==> config.mk <==
export PLATFORM = sky130hd
export DESIGN_NAME = serial_addsub
export DESIGN_NICKNAME = d
export VERILOG_FILES = /design/src/rtl/addsub_pkg.sv /design/src/rtl/digit_adder.sv /design/src/rtl/full_adder.sv /design/src/rtl/serial_addsub.sv
export SDC_FILE = /design/constraint.sdc
export NUM_CORES = 1
export LEC_CHECK = 0
export ABC_AREA = 1
export BUFFER_PORTS_ARGS = -buffer_cell sky130_fd_sc_hd__buf_2
export CAP_MARGIN = 20
export CORE_ASPECT_RATIO = 1.1
export CORE_MARGIN = 4
export CORE_UTILIZATION = 49
export CTS_CLUSTER_DIAMETER = 100
export CTS_CLUSTER_SIZE = 28
export DETAILED_ROUTE_END_ITERATION = 8
export GPL_TIMING_DRIVEN = 0
export PLACE_DENSITY_LB_ADDON = 0.2
export REMOVE_ABC_BUFFERS = 1
export SLEW_MARGIN = 20
export SYNTH_ARGS = -nofsm -noshare
export SYNTH_HDL_FRONTEND = slang
export SYNTH_SLANG_ARGS = --single-unit
==> constraint.sdc <==
create_clock -name clk -period 1.8 [get_ports clk]
set_clock_uncertainty 0.2 [all_clocks]
set_input_delay 0.09 -clock clk [delete_from_list [all_inputs] [get_ports clk]]
set_output_delay 0.09 -clock clk [all_outputs]
set_load 0.02 [all_outputs]
==> src/rtl/addsub_pkg.sv <==
// Shared types and constants for the digit-serial add/subtract unit.
// Holds the FSM encoding, the mode encoding and the parameter sanity check.
package addsub_pkg;

    typedef enum logic [1:0] {
        IDLE = 2'd0,
        RUN  = 2'd1,
        DONE = 2'd2
    } state_e;

    localparam logic MODE_ADD = 1'b0;
    localparam logic MODE_SUB = 1'b1;

    // True when DIGIT is usable for WIDTH: 1..WIDTH and an exact divisor.
    function automatic bit width_ok(input int width, input int digit);
        return (digit >= 1) && (digit <= width) && ((width % digit) == 0);
    endfunction

endpackage

==> src/rtl/digit_adder.sv <==
// DIGIT-bit ripple-carry adder built from full_adder cells.
module digit_adder #(
    parameter int DIGIT = 2
) (
    input  logic [DIGIT-1:0] a,
    input  logic [DIGIT-1:0] b,
    input  logic             cin,
    output logic [DIGIT-1:0] sum,
    output logic             cout
);

    logic [DIGIT:0] carry;

    assign carry[0] = cin;
    assign cout     = carry[DIGIT];

    for (genvar i = 0; i < DIGIT; i++) begin : g_bit
        full_adder u_fa (
            .a   (a[i]),
            .b   (b[i]),
            .cin (carry[i]),
            .s   (sum[i]),
            .cout(carry[i+1])
        );
    end

endmodule

==> src/rtl/full_adder.sv <==
// Single-bit full adder cell, the building block of the digit ripple chain.
module full_adder (
    input  logic a,
    input  logic b,
    input  logic cin,
    output logic s,
    output logic cout
);

    assign s    = a ^ b ^ cin;
    assign cout = (a & b) | (cin & (a ^ b));

endmodule

==> src/rtl/serial_addsub.sv <==
// Digit-serial WIDTH-bit add/subtract engine with valid/ready on both sides.
// Subtraction is a + ~b + 1; the flag is true carry (add) or true borrow (sub).
module serial_addsub
    import addsub_pkg::*;
#(
    parameter int WIDTH    = 8,
    parameter int DIGIT    = 2,
    parameter int SATURATE = 0
) (
    input  logic             clk,
    input  logic             rst_n,
    input  logic             in_valid,
    output logic             in_ready,
    input  logic [WIDTH-1:0] a,
    input  logic [WIDTH-1:0] b,
    input  logic             mode,
    output logic             out_valid,
    input  logic             out_ready,
    output logic [WIDTH-1:0] result,
    output logic             flag
);

    localparam int N     = WIDTH / DIGIT;
    localparam int CNT_W = $clog2(N + 1);
    localparam logic [CNT_W-1:0] LAST = CNT_W'(N - 1);

    if (!width_ok(WIDTH, DIGIT)) begin : g_param_err
        $error("serial_addsub: DIGIT must divide WIDTH and lie in 1..WIDTH");
    end

    state_e             state_q, state_d;
    logic [WIDTH-1:0]   a_q, a_d;
    logic [WIDTH-1:0]   b_q, b_d;
    logic [WIDTH-1:0]   res_q, res_d;
    logic [CNT_W-1:0]   cnt_q, cnt_d;
    logic               carry_q, carry_d;
    logic               mode_q, mode_d;
    logic               flag_q, flag_d;

    logic [DIGIT-1:0]   dig_sum;
    logic               dig_cout;
    logic               raw_flag;

    digit_adder #(.DIGIT(DIGIT)) u_digit_adder (
        .a   (a_q[DIGIT-1:0]),
        .b   (b_q[DIGIT-1:0]),
        .cin (carry_q),
        .sum (dig_sum),
        .cout(dig_cout)
    );

    // A subtraction without final carry-out means a < b.
    assign raw_flag = (mode_q == MODE_SUB) ? ~dig_cout : dig_cout;

    always_comb begin
        // NOTE: every target gets a default first so no path leaves it unassigned and infers a latch.
        state_d = state_q;
        a_d     = a_q;
        b_d     = b_q;
        res_d   = res_q;
        cnt_d   = cnt_q;
        carry_d = carry_q;
        mode_d  = mode_q;
        flag_d  = flag_q;

        case (state_q)
            IDLE: begin
                if (in_valid) begin
                    a_d     = a;
                    b_d     = (mode == MODE_SUB) ? ~b : b;
                    mode_d  = mode;
                    carry_d = mode;
                    cnt_d   = '0;
                    state_d = RUN;
                end
            end
            RUN: begin
                a_d     = a_q >> DIGIT;
                b_d     = b_q >> DIGIT;
                res_d   = (res_q >> DIGIT) | (WIDTH'(dig_sum) << (WIDTH - DIGIT));
                carry_d = dig_cout;
                cnt_d   = cnt_q + CNT_W'(1);
                if (cnt_q == LAST) begin
                    state_d = DONE;
                    flag_d  = raw_flag;
                    if (SATURATE != 0 && raw_flag) begin
                        res_d = (mode_q == MODE_SUB) ? '0 : '1;
                    end
                end
            end
            DONE: begin
                if (out_ready) begin
                    state_d = IDLE;
                end
            end
            default: state_d = IDLE;
        endcase
    end

    always_ff @(posedge clk or negedge rst_n) begin
        if (!rst_n) begin
            state_q <= IDLE;
            a_q     <= '0;
            b_q     <= '0;
            res_q   <= '0;
            cnt_q   <= '0;
            carry_q <= 1'b0;
            mode_q  <= 1'b0;
            flag_q  <= 1'b0;
        end else begin
            // NOTE: non-blocking so every flop samples the values from before this edge.
            state_q <= state_d;
            a_q     <= a_d;
            b_q     <= b_d;
            res_q   <= res_d;
            cnt_q   <= cnt_d;
            carry_q <= carry_d;
            mode_q  <= mode_d;
            flag_q  <= flag_d;
        end
    end

    assign in_ready  = (state_q == IDLE);
    assign out_valid = (state_q == DONE);
    assign result    = res_q;
    assign flag      = flag_q;

endmodule

; ---- Word-level counts from Yosys, hierarchy flattened
; Cells that the tools add are included.
[word_totals]
register_bits = 32
input_bits = 21
elab_cells = 48
[op_classes]
add_sub_neg = 1
eq_ne = 6
n_mux = 14
bitwise = 13
reduce_logical = 6
[op_table]
columns = cell, n
row1 = 8-bit case mux with 2 select lines, 2
row2 = 8-bit 2-to-1 mux, 3
row3 = 8-bit inverter, 1
row4 = 6-bit by 8-bit bitwise OR with 8-bit output, 1
row5 = 2-bit 2-to-1 mux, 3
row6 = 2-bit case mux with 3 select lines, 1
row7 = 3-bit case mux with 2 select lines, 1
row8 = 2-bit AND reduction, 3
row9 = 1-bit bitwise AND, 4
row10 = 2-bit != test (second input constant), 2
row11 = 1-bit XOR, 4
row12 = 3-bit by 1-bit adder with 3-bit output (second input constant), 1
row13 = 3-bit by 2-bit == test with 1-bit output (second input constant), 1
row14 = 3-bit 2-to-1 mux, 1
row15 = 3-bit AND reduction, 1
row16 = 2-bit by 1-bit == test with 1-bit output (second input constant), 1
row17 = 2-bit == test (second input constant), 1
row18 = 2-bit logical NOT, 1
row19 = 1-bit 2-to-1 mux, 2
row20 = 2-bit by 1-bit != test with 1-bit output (second input constant), 1
row21 = 1-bit bitwise OR, 2
row22 = 1-bit case mux with 2 select lines, 1
row23 = 2-bit nonzero test, 1
row24 = 1-bit inverter, 1

; ---- Longest topological paths before layout
; Gate-level depths: netlist of run 1.
[depth]
ltp_word = 7
mapped_depth = 7
ltp_nobuf = 6

; ---- Hierarchy
; Synthesis of run 1 repeated with hierarchy kept, for this count alone.
[hier_totals]
hier_cells = 197
area_unflattened_um2 = 1574.0
[by_module_without_submodules]
columns = module, n_inst, cells_each, area_per_inst_um2
row1 = serial_addsub, 1, 195, 1534.0
row2 = full_adder, 2, 1, 20.0

; ---- Least setup slack after synthesis of run 1
; No wires, ideal clock.
[synth_timing]
kind = register to register
startpoint = register carry_q
endpoint = register carry_q
t_arrival_ns = 1.536
required_ns = 1.530
slack_ns = -0.006
stages_incl_launch_ff = 6
n_path_buf = 0
period_less_slack_ns = 1.806
cell_sequence = dfrtp_1 -> inv_1 -> fa_1 -> fa_1 -> or2_2 -> nand3_1
[synth_between]
elab_chain_cells = 5
[synth_lines]
columns = element, line
row1 = start: declaration, serial_addsub.sv:36  ; logic carry_q, carry_d;
row2 = start signal: assignment, serial_addsub.sv:117  ; carry_q <= carry_d;
row3 = 1-bit bitwise AND, full_adder.sv:11  ; assign cout = (a & b) | (cin & (a ^ b));
row4 = 1-bit bitwise OR, full_adder.sv:11
row5 = 1-bit bitwise AND, full_adder.sv:11
row6 = 1-bit bitwise OR, full_adder.sv:11
row7 = 1-bit case mux with 2 select lines, serial_addsub.sv:66  ; case (state_q)
; Every way passes these cells.
; A chain may end at the register's enable or synchronous reset.

; ---- Worst setup path in the final report of run 1
[layout_timing]
startpoint = register b_q[0]
endpoint = register carry_q
[layout_between]
elab_chain_cells = 6
elab_cells_between_ends = 7
cone_classes = mux: 1 / bitwise: 6
[layout_lines]
columns = element, line
row1 = start: declaration, serial_addsub.sv:33  ; logic [WIDTH-1:0] b_q, b_d;
row2 = start signal: assignment, serial_addsub.sv:104  ; b_q <= '0;
row3 = start signal: assignment, serial_addsub.sv:114  ; b_q <= b_d;
row4 = 1-bit XOR, full_adder.sv:11
row5 = 1-bit bitwise AND, full_adder.sv:11
row6 = 1-bit bitwise OR (*), full_adder.sv:11
row7 = 1-bit bitwise AND (*), full_adder.sv:11
row8 = 1-bit bitwise OR (*), full_adder.sv:11
row9 = 1-bit case mux with 2 select lines (*), serial_addsub.sv:66
; Mark *: on every way between the ends. The rest lies on a longest branch, timed or not.

==> impl_metrics.py, run 1 <==
metrics = {
    "yosys": {
        "synthCells": 205,
        "synthDistinctLibCells": 21,
        "syn_avg_cell_area_sq_um": 7.84,
        "yosysWarnings": 0,
        "synthesis.area_sq_mm": 0.00161,
        "ys_seq_elements": 32,
        "ys_seq_area_share_pct": 49.8,
    },
    "die": {
        "start_util_pct": 51.9,
        "core_area_sq_mm": 0.00310,
        "pin_count": 32,
        "die_height_microns": 68.1,
        "placementRows": 21,
        "dieWidth_microns": 62.6,
        "die-area_sq_mm": 0.00426,
    },
    "sta": {
        "hold_slack_ns": 0.0151,
        "fin_crit_sh_pct": 94.8,
        "finalSetupViolations": 0,
        "rsz0062_at_grt": "no",
        "drv_slew": 0,
        "finalSetupTns_ns": 0,
        "max_freq_ghz": 0.586,
        "finalHoldViolCount": 0,
        "max_slew_margin_pct": 53.1,
        "layout_min_cycle_time_ns": 1.71,
        "tightest_slew_ns": 0.703,
    },
    "global_routing": {
        "grt_use_met2_pct": 33.6,
        "grt_pass1_wl_microns": 5930,
        "antenna_found_initial": 0,
        "met1_usage_pct": 19.5,
        "grt_pass1_vias": 1377,
        "gr-max-usage-layer": "met2",
        "grt_start_max_net_pins": 33,
        "globalRouteMet3Util_pct": 5.25,
        "grt.overflow.total": 0,
        "grt.total_usage_pct": 17.8,
    },
    "clocking": {
        "cts_root_buf": "clkbuf_4",
        "cts-buffers-inserted": 5,
        "clock_latency_ns": 0.33,
        "cts_tree": "built",
        "path_clk_slew_ns": 0.09,
        "h-tree-depth": 2,
        "clock-sinks": 32,
        "clockBufferDepth": 2,
    },
    "critical_path": {
        "crit_required_ns": 1.88,
        "cp_max_fo": 2,
        "rrSetupSlack_ns": 0.09,
        "path_class": "reg -> reg",
        "arrival_ns": 1.78,
        "crit_path_end_kind": "register",
        "critPathLaunchType": "register",
    },
    "final_layout": {
        "regArea_sq_um": 802,
        "multi_input_area_sq_um": 673,
        "syn_to_final_growth_pct": 30.0,
        "fillCellCount": 287,
        "drive_gt1_share_pct": 20.5,
        "layout_common_cells": "nand2_1 (104), dfrtp_1 (31), buf_2 (31)",
        "fin_area_sq_mm": 0.00209,
        "final_nets": 288,
        "final_common_cell": "nand2_1",
        "fin_util_pct": 67.4,
        "num_antenna_cells": 0,
    },
    "drt": {
        "remaining_drc_errors": 0,
        "routed_wl_microns": 3330,
        "wl_per_cell_microns": 11.2,
        "drt_iter0_markers": 68,
        "vias_per_cell": 4.74,
        "dr.pass1.iters": 4,
        "drtAntennaViolNets": 0,
        "vias": 1413,
    },
    "placement": {
        "gp_congestion": 0.749,
        "place_hpwl_microns": 2080,
        "place_area_sq_mm": 0.00174,
        "portBuffers": 31,
    },
    "power_and_ir_drop": {
        "p_clk_share_pct": 14.0,
        "swShare_pct": 43.1,
        "internal-power_uw": 1750,
        "p_leak_uw": 0.00114,
        "p_comb_share_pct": 46.3,
        "power.density_mw_per_mm2": 1470,
        "peakVddDrop_mv": 0.779,
        "p_total_uw": 3080,
        "p_sw_uw": 1330,
        "pwr-share-seq_pct": 39.7,
    },
    "outcome": {
        "status": "finished clean",
    },
    "hold_path": {
        "hold_class": "in -> reg",
    },
    "run": {
        "drv_cap": 0,
    },
}
cell usage after synthesis:
cell,number,area share [%]
nand3_1,14,4.4
nor2_2,1,0.39
nor2_4,1,0.70
nor2_1,2,0.47
nand2_1,104,24
or2_2,1,0.39
buf_2,3,0.93
clkinv_1,1,0.23
buf_6,3,2.1
nand2_2,2,0.78
ha_1,2,1.6
dfrtp_1,32,50
xnor2_1,1,0.54
o21ai_4,1,1.0
fa_1,2,2.5
buf_4,2,0.93
inv_2,5,1.2
xor2_1,1,0.54
o31ai_1,1,0.47
inv_1,16,3.7
o21ai_1,10,3.1
critical path, stage by stage, from the launching register on:
cell	delay, ns
dfrtp_1	0.35
inv_1	0.06
fa_2	0.38
fa_2	0.36
or2_4	0.25
nand3_1	0.06
power by group through the flow:
stage / logic (uW) / registers, uW / clock network (uW)
3_3_place_gp: 1280 / 1240 / 0
5_1_grt: 1650 / 1260 / 470
3_5_place_dp: 1310 / 1250 / 0
6_report: 1420 / 1220 / 432
2_1_floorplan: 851 / 1320 / 0
4_1_cts: 1380 / 1240 / 435
sequential cells by signal (all words and copies together) (netlist names):
signal,flops
result,8
a_q,8
mode_q,1
cnt_q,3
state_q,2
carry_q,1
flag,1
b_q,8
kinds of logic (layout without fill, tap and decap cells):
group	Yosys count	after routing	share of synthesized area, %
AOI/OAI and AO/OA	12	12	4.59
DFF	32	32	49.8
adders and majority gates	4	4	4.05
buffers and inverters	30	89	9.10
and+or+nand+nor	125	125	31.4
xor gates and xnor gates	2	2	1.09
what timing repair did:
item	4_1_cts	5_1_grt
buffers inserted	0	2
hold endpoints to repair	52	0
hold buffers	26	0
endpoints found under the setup margin	13	8
pin swaps	1	2
gates resized for setup	3	4
cell type report:
| type | instances | share of cell area (%) |
|---|---|---|
| Sequential cell | 32 | 38.4 |
| Tap cell | 34 | 2.03 |
| Inverter | 22 | 4.01 |
| Clock buffer | 8 | 2.81 |
| Timing Repair Buffer | 59 | 20.6 |
| Multi-Input combinational cell | 143 | 32.2 |
stage by stage:
step	std cells	setup WS, ns
floorplan	197	-0.00607
global placement	262	-0.131
detailed placement	262	-0.127
CTS	296	0.00220
global route	298	0.0332
finish	298	0.0943
layer usage:
| metal | routed length, microns | vias up |
|---|---|---|
| met5 | 0 | - |
| met4 | 48 | 0 |
| met3 | 150 | 6 |
| met2 | 1640 | 28 |
| met1 | 1500 | 643 |
| li1 | - | 736 |
path summary, 6_finish.rpt:
kind | from | end | cells after the start
max | b_q[0] | carry_q | 5
min | mode | b_q[5] | 5
max reg2reg | b_q[0] | carry_q | 5
min reg2reg | result[0] | result[0] | 2
max in group asynchronous | rst_n | state_q[0] | 2
min in group asynchronous | rst_n | result[1] | 2
Power figures use the tool's default switching activity.
==> run 2: changes to the inputs <==
Settings changed: CTS_CLUSTER_SIZE 28 to 16, PLACE_DENSITY from default to 0.72, PLACE_DENSITY_LB_ADDON 0.2 to default.
==> impl_metrics.py, run 2 (synthesized netlist as in run 1, its figures left out) <==
metrics = {
    "sta": {
        "rsz0062_at_grt": "yes",
        "max_freq_ghz": 0.575,
        "hold_slack_ns": 0.0240,
        "finalSetupViolations": 0,
        "drv_slew": 0,
        "fin_crit_sh_pct": 96.6,
        "layout_setup_ws_ns": 0.0606,
        "finalHoldViolCount": 0,
        "max_slew_margin_pct": 54.6,
        "tightest_slew_ns": 0.680,
        "finalSetupTns_ns": 0,
        "layout_min_cycle_time_ns": 1.74,
    },
    "clocking": {
        "cts-buffers-inserted": 5,
        "cts_tree": "built",
        "clock-sinks": 32,
        "clock_latency_ns": 0.35,
        "clockBufferDepth": 2,
        "path_clk_slew_ns": 0.12,
        "h-tree-depth": 2,
        "cts_root_buf": "clkbuf_4",
    },
    "die": {
        "die_height_microns": 68.1,
        "pin_count": 32,
        "core_area_sq_mm": 0.00310,
        "placementRows": 21,
        "dieWidth_microns": 62.6,
        "start_util_pct": 51.9,
        "die-area_sq_mm": 0.00426,
    },
    "critical_path": {
        "cp_max_fo": 2,
        "crit_required_ns": 1.90,
        "arrival_ns": 1.83,
        "crit_path_end_kind": "register",
        "critPathLaunchType": "register",
        "path_class": "reg -> reg",
    },
    "run": {
        "drv_cap": 0,
    },
    "global_routing": {
        "antenna_found_initial": 0,
        "grt_start_max_net_pins": 33,
        "grt_pass1_wl_microns": 5980,
        "grt.total_usage_pct": 18.4,
        "grt.overflow.total": 0,
        "grt_pass1_vias": 1396,
    },
    "placement": {
        "post-place-ws_ns": -0.137,
        "gp_congestion": 0.781,
        "place_hpwl_microns": 2020,
        "portBuffers": 31,
        "dpl.cell_count": 262,
    },
    "final_layout": {
        "num_antenna_cells": 0,
        "final_common_cell": "nand2_1",
        "fillCellCount": 265,
        "final_cell_count_no_fill": 301,
        "final_nets": 291,
        "syn_to_final_growth_pct": 33.6,
        "drive_gt1_share_pct": 21.7,
        "layout_common_cells": "nand2_1 (104), dfrtp_1 (31), buf_2 (31)",
    },
    "drt": {
        "dr.pass1.iters": 4,
        "vias_per_cell": 4.80,
        "vias": 1446,
        "remaining_drc_errors": 0,
        "drt_iter0_markers": 53,
        "routed_wl_microns": 3370,
        "drtAntennaViolNets": 0,
        "wl_per_cell_microns": 11.2,
    },
    "power_and_ir_drop": {
        "p_leak_uw": 0.00117,
        "peakVddDrop_mv": 0.634,
        "power.density_mw_per_mm2": 1510,
    },
    "outcome": {
        "status": "finished clean",
    },
    "hold_path": {
        "hold_class": "in -> reg",
    },
}
[run 2: changes by cell type in the layout (fill, tap and decap cells not counted)]
cell,change
clkbuf_1,-2
dlygate4sd3_1,+2
buf_4,+1
bufinv_16,+1
clkbuf_8,-1
clkinvlp_4,+1
inv_4,+1
xnor2_1,-1
xnor2_2,+1
[run 2: timing repair]
item,CTS,global route
buffers inserted,0,3
hold buffers,28,0
pin swaps,1,3
endpoints found under the hold margin,52,0
endpoints found under the setup margin,9,2
resized for setup,4,4
[run 2: final cells by class]
class | instances | area, sq um | area share [%]
sequential | 32 | 802 | 37.3
tap | 34 | 42.5 | 1.98
clock buffer | 5 | 37.5 | 1.75
inverter | 22 | 85.1 | 3.96
clock inverter | 3 | 42.5 | 1.98
timing repair buffer | 62 | 458 | 21.3
multi-input combinational | 143 | 681 | 31.7
[run 2: path summary, 6_finish.rpt]
check / end / depth (start not counted) / slack (ns) / startpoint
max: carry_q / 5 / 0.06 / b_q[0]
max reg2reg: carry_q / 5 / 0.06 / b_q[0]
min: b_q[7] / 5 / 0.02 / mode
min reg2reg: result[0] / 2 / 0.28 / result[0]
max in group asynchronous: state_q[0] / 2 / 0.83 / rst_n
min in group asynchronous: carry_q / 2 / 0.10 / rst_n
[run 2: through the flow]
stage / power (uW) / cell area, sq um / util [%]
floorplan: 2170 / 1540 / -
global placement: 2530 / 1740 / 56.2
detailed placement: 2550 / 1740 / 56.2
CTS: 3170 / 2110 / 68.1
global route: 3540 / 2150 / 69.3
finish: 3240 / 2150 / 69.3
[run 2: per-layer routing]
metal  routed length [microns]  global-route usage, %  part of all wire, %
met5                         0                      0                    0
met4                        63                   11.3                  1.9
met3                       141                   3.94                  4.2
met2                      1610                   32.2                   48
met1                      1550                   21.0                   46
[run 2: worst max-delay path, stage by stage, from the launching register on]
cell and delay, ns:
dfrtp_1 0.38, inv_2 0.05, fa_2 0.38, fa_2 0.37, or2_4 0.25, nand3_1 0.06
[run 2: report_power, final]
part | internal (uW) | switching [uW]
registers | 1030 | 193
clock network | 289 | 261
logic | 559 | 905
==> run 3: changes to the inputs <==
Settings changed: CORE_UTILIZATION 49 to 50, PLACE_DENSITY 0.72 to 0.71.
Clock period 1.8 ns to 1.75 ns, I/O delays scaled along.
==> impl_metrics.py, run 3 (synthesized netlist as in run 1, its figures left out) <==
metrics = {
    "outcome": {
        "status": "finished clean",
    },
    "sta": {
        "max_freq_ghz": 0.583,
        "tightest_slew_ns": 0.702,
        "rsz0062_at_grt": "no",
        "finalHoldViolCount": 0,
        "layout_min_cycle_time_ns": 1.71,
        "finalSetupViolations": 0,
        "drv_slew": 0,
        "fin_crit_sh_pct": 98.0,
        "max_slew_margin_pct": 53.2,
    },
    "critical_path": {
        "crit_family": "adder cells",
        "critPathMaxStageDelay_ns": 0.38,
        "crit_required_ns": 1.81,
        "r2r_cells": 5,
        "path_class": "reg -> reg",
        "arrival_ns": 1.78,
        "crit_path_end_kind": "register",
        "cpMostUsedCell": "fa_2",
        "cp_max_fo": 2,
        "worst-path-buf-inv": 1,
        "path_cells": "inv_2 -> fa_2 -> fa_2 -> or2_4 -> nand3_1",
        "critPathLaunchType": "register",
        "crit_cells": 5,
        "worst_path_max_delay_cell": "fa_2",
    },
    "drt": {
        "dr.pass1.iters": 4,
        "vias_per_cell": 4.80,
        "vias": 1421,
        "remaining_drc_errors": 0,
        "drtAntennaViolNets": 0,
        "drt_iter0_markers": 49,
        "routed_wl_microns": 3360,
        "wl_per_cell_microns": 11.4,
    },
    "hold_path": {
        "hold_class": "in -> reg",
        "whs_path_depth": 5,
    },
    "final_layout": {
        "drive_gt1_share_pct": 20.2,
        "final_common_cell": "nand2_1",
        "final_nets": 286,
        "num_antenna_cells": 0,
        "layout_common_cells": "nand2_1 (104), dfrtp_1 (31), buf_2 (31)",
        "fin_util_pct": 67.5,
        "syn_to_final_growth_pct": 29.0,
        "final_cell_count_no_fill": 296,
    },
    "clocking": {
        "path_clk_slew_ns": 0.10,
        "cts-buffers-inserted": 5,
        "cts_root_buf": "clkbuf_4",
        "clock-sinks": 32,
        "h-tree-depth": 2,
        "clockBufferDepth": 2,
        "cts_tree": "built",
        "clock_latency_ns": 0.33,
    },
    "global_routing": {
        "grt_start_max_net_pins": 33,
        "grt_pass1_vias": 1301,
        "grt.overflow.total": 0,
        "grt.total_usage_pct": 19.0,
        "grt_pass1_wl_microns": 5820,
        "antenna_found_initial": 0,
    },
    "power_and_ir_drop": {
        "p_total_uw": 3160,
        "p_leak_uw": 0.00113,
        "peakVddDrop_mv": 1.08,
        "power.density_mw_per_mm2": 1520,
    },
    "placement": {
        "gp_congestion": 0.759,
        "portBuffers": 31,
        "place_hpwl_microns": 2060,
        "dpl.cell_count": 262,
    },
    "die": {
        "core_area_sq_mm": 0.00307,
        "pin_count": 32,
        "placementRows": 21,
        "start_util_pct": 52.3,
        "die_height_microns": 67.5,
        "dieWidth_microns": 62.1,
        "die-area_sq_mm": 0.00419,
    },
    "run": {
        "drv_cap": 0,
    },
}
==> run 3: area by class of cell <==
class	instances	area (sq um)
tap	34	42.5
inverter	22	85.1
fill	258	1000
sequential	32	802
timing repair buffer	57	413
multi-input combinational	143	673
clock buffer	8	58.8
==> run 3: final timing paths <==
| kind | endpoint | slack (ns) | from |
|---|---|---|---|
| min | b_q[1] | 0.02 | mode |
| min reg2reg | result[0] | 0.29 | result[0] |
| max | carry_q | 0.04 | b_q[0] |
| min in group asynchronous | cnt_q[2] | 0.14 | rst_n |
| max in group asynchronous | state_q[0] | 0.72 | rst_n |
| max reg2reg | carry_q | 0.04 | b_q[0] |
==> run 3: timing repair <==
action | in CTS | in global routing
setup buffers | 0 | 1
hold buffers | 25 | 0
gates resized for setup | 6 | 1
hold endpoints to repair | 52 | 0
setup endpoints to repair | 14 | 9
pin swaps | 2 | 1
==> run 3: per-stage QoR <==
step	setup TNS, ns	hold slack [ns]	area (sq um)	setup WS, ns
finish	0	0.0175	2070	0.0352
detailed placement	-0.713	-0.0201	1740	-0.177
global route	0	0.0236	2070	0.00613
global placement	-0.708	-0.0262	1740	-0.161
floorplan	-0.0561	-0.408	1540	-0.0561
CTS	0	0.000274	2060	0.0101
==> run 3: worst reg2reg max path, stage by stage, from the launching register on <==
cell and delay, ns:
dfrtp_1 0.36, inv_2 0.05, fa_2 0.38, fa_2 0.36, or2_4 0.25, nand3_1 0.06
==> run 3: metal layers <==
metal  wire length (microns)  global-route usage (%)
met1                    1460                    23.8
met2                    1710                    31.2
met3                     151                    5.74
met4                      41                    5.57
met5                       0                       0
==> run 3: where the power goes <==
group	total, uW	switching (uW)	internal [uW]
logic	1470	935	539
registers	1250	189	1060
clock network	440	241	198
total	3160	1370	1800
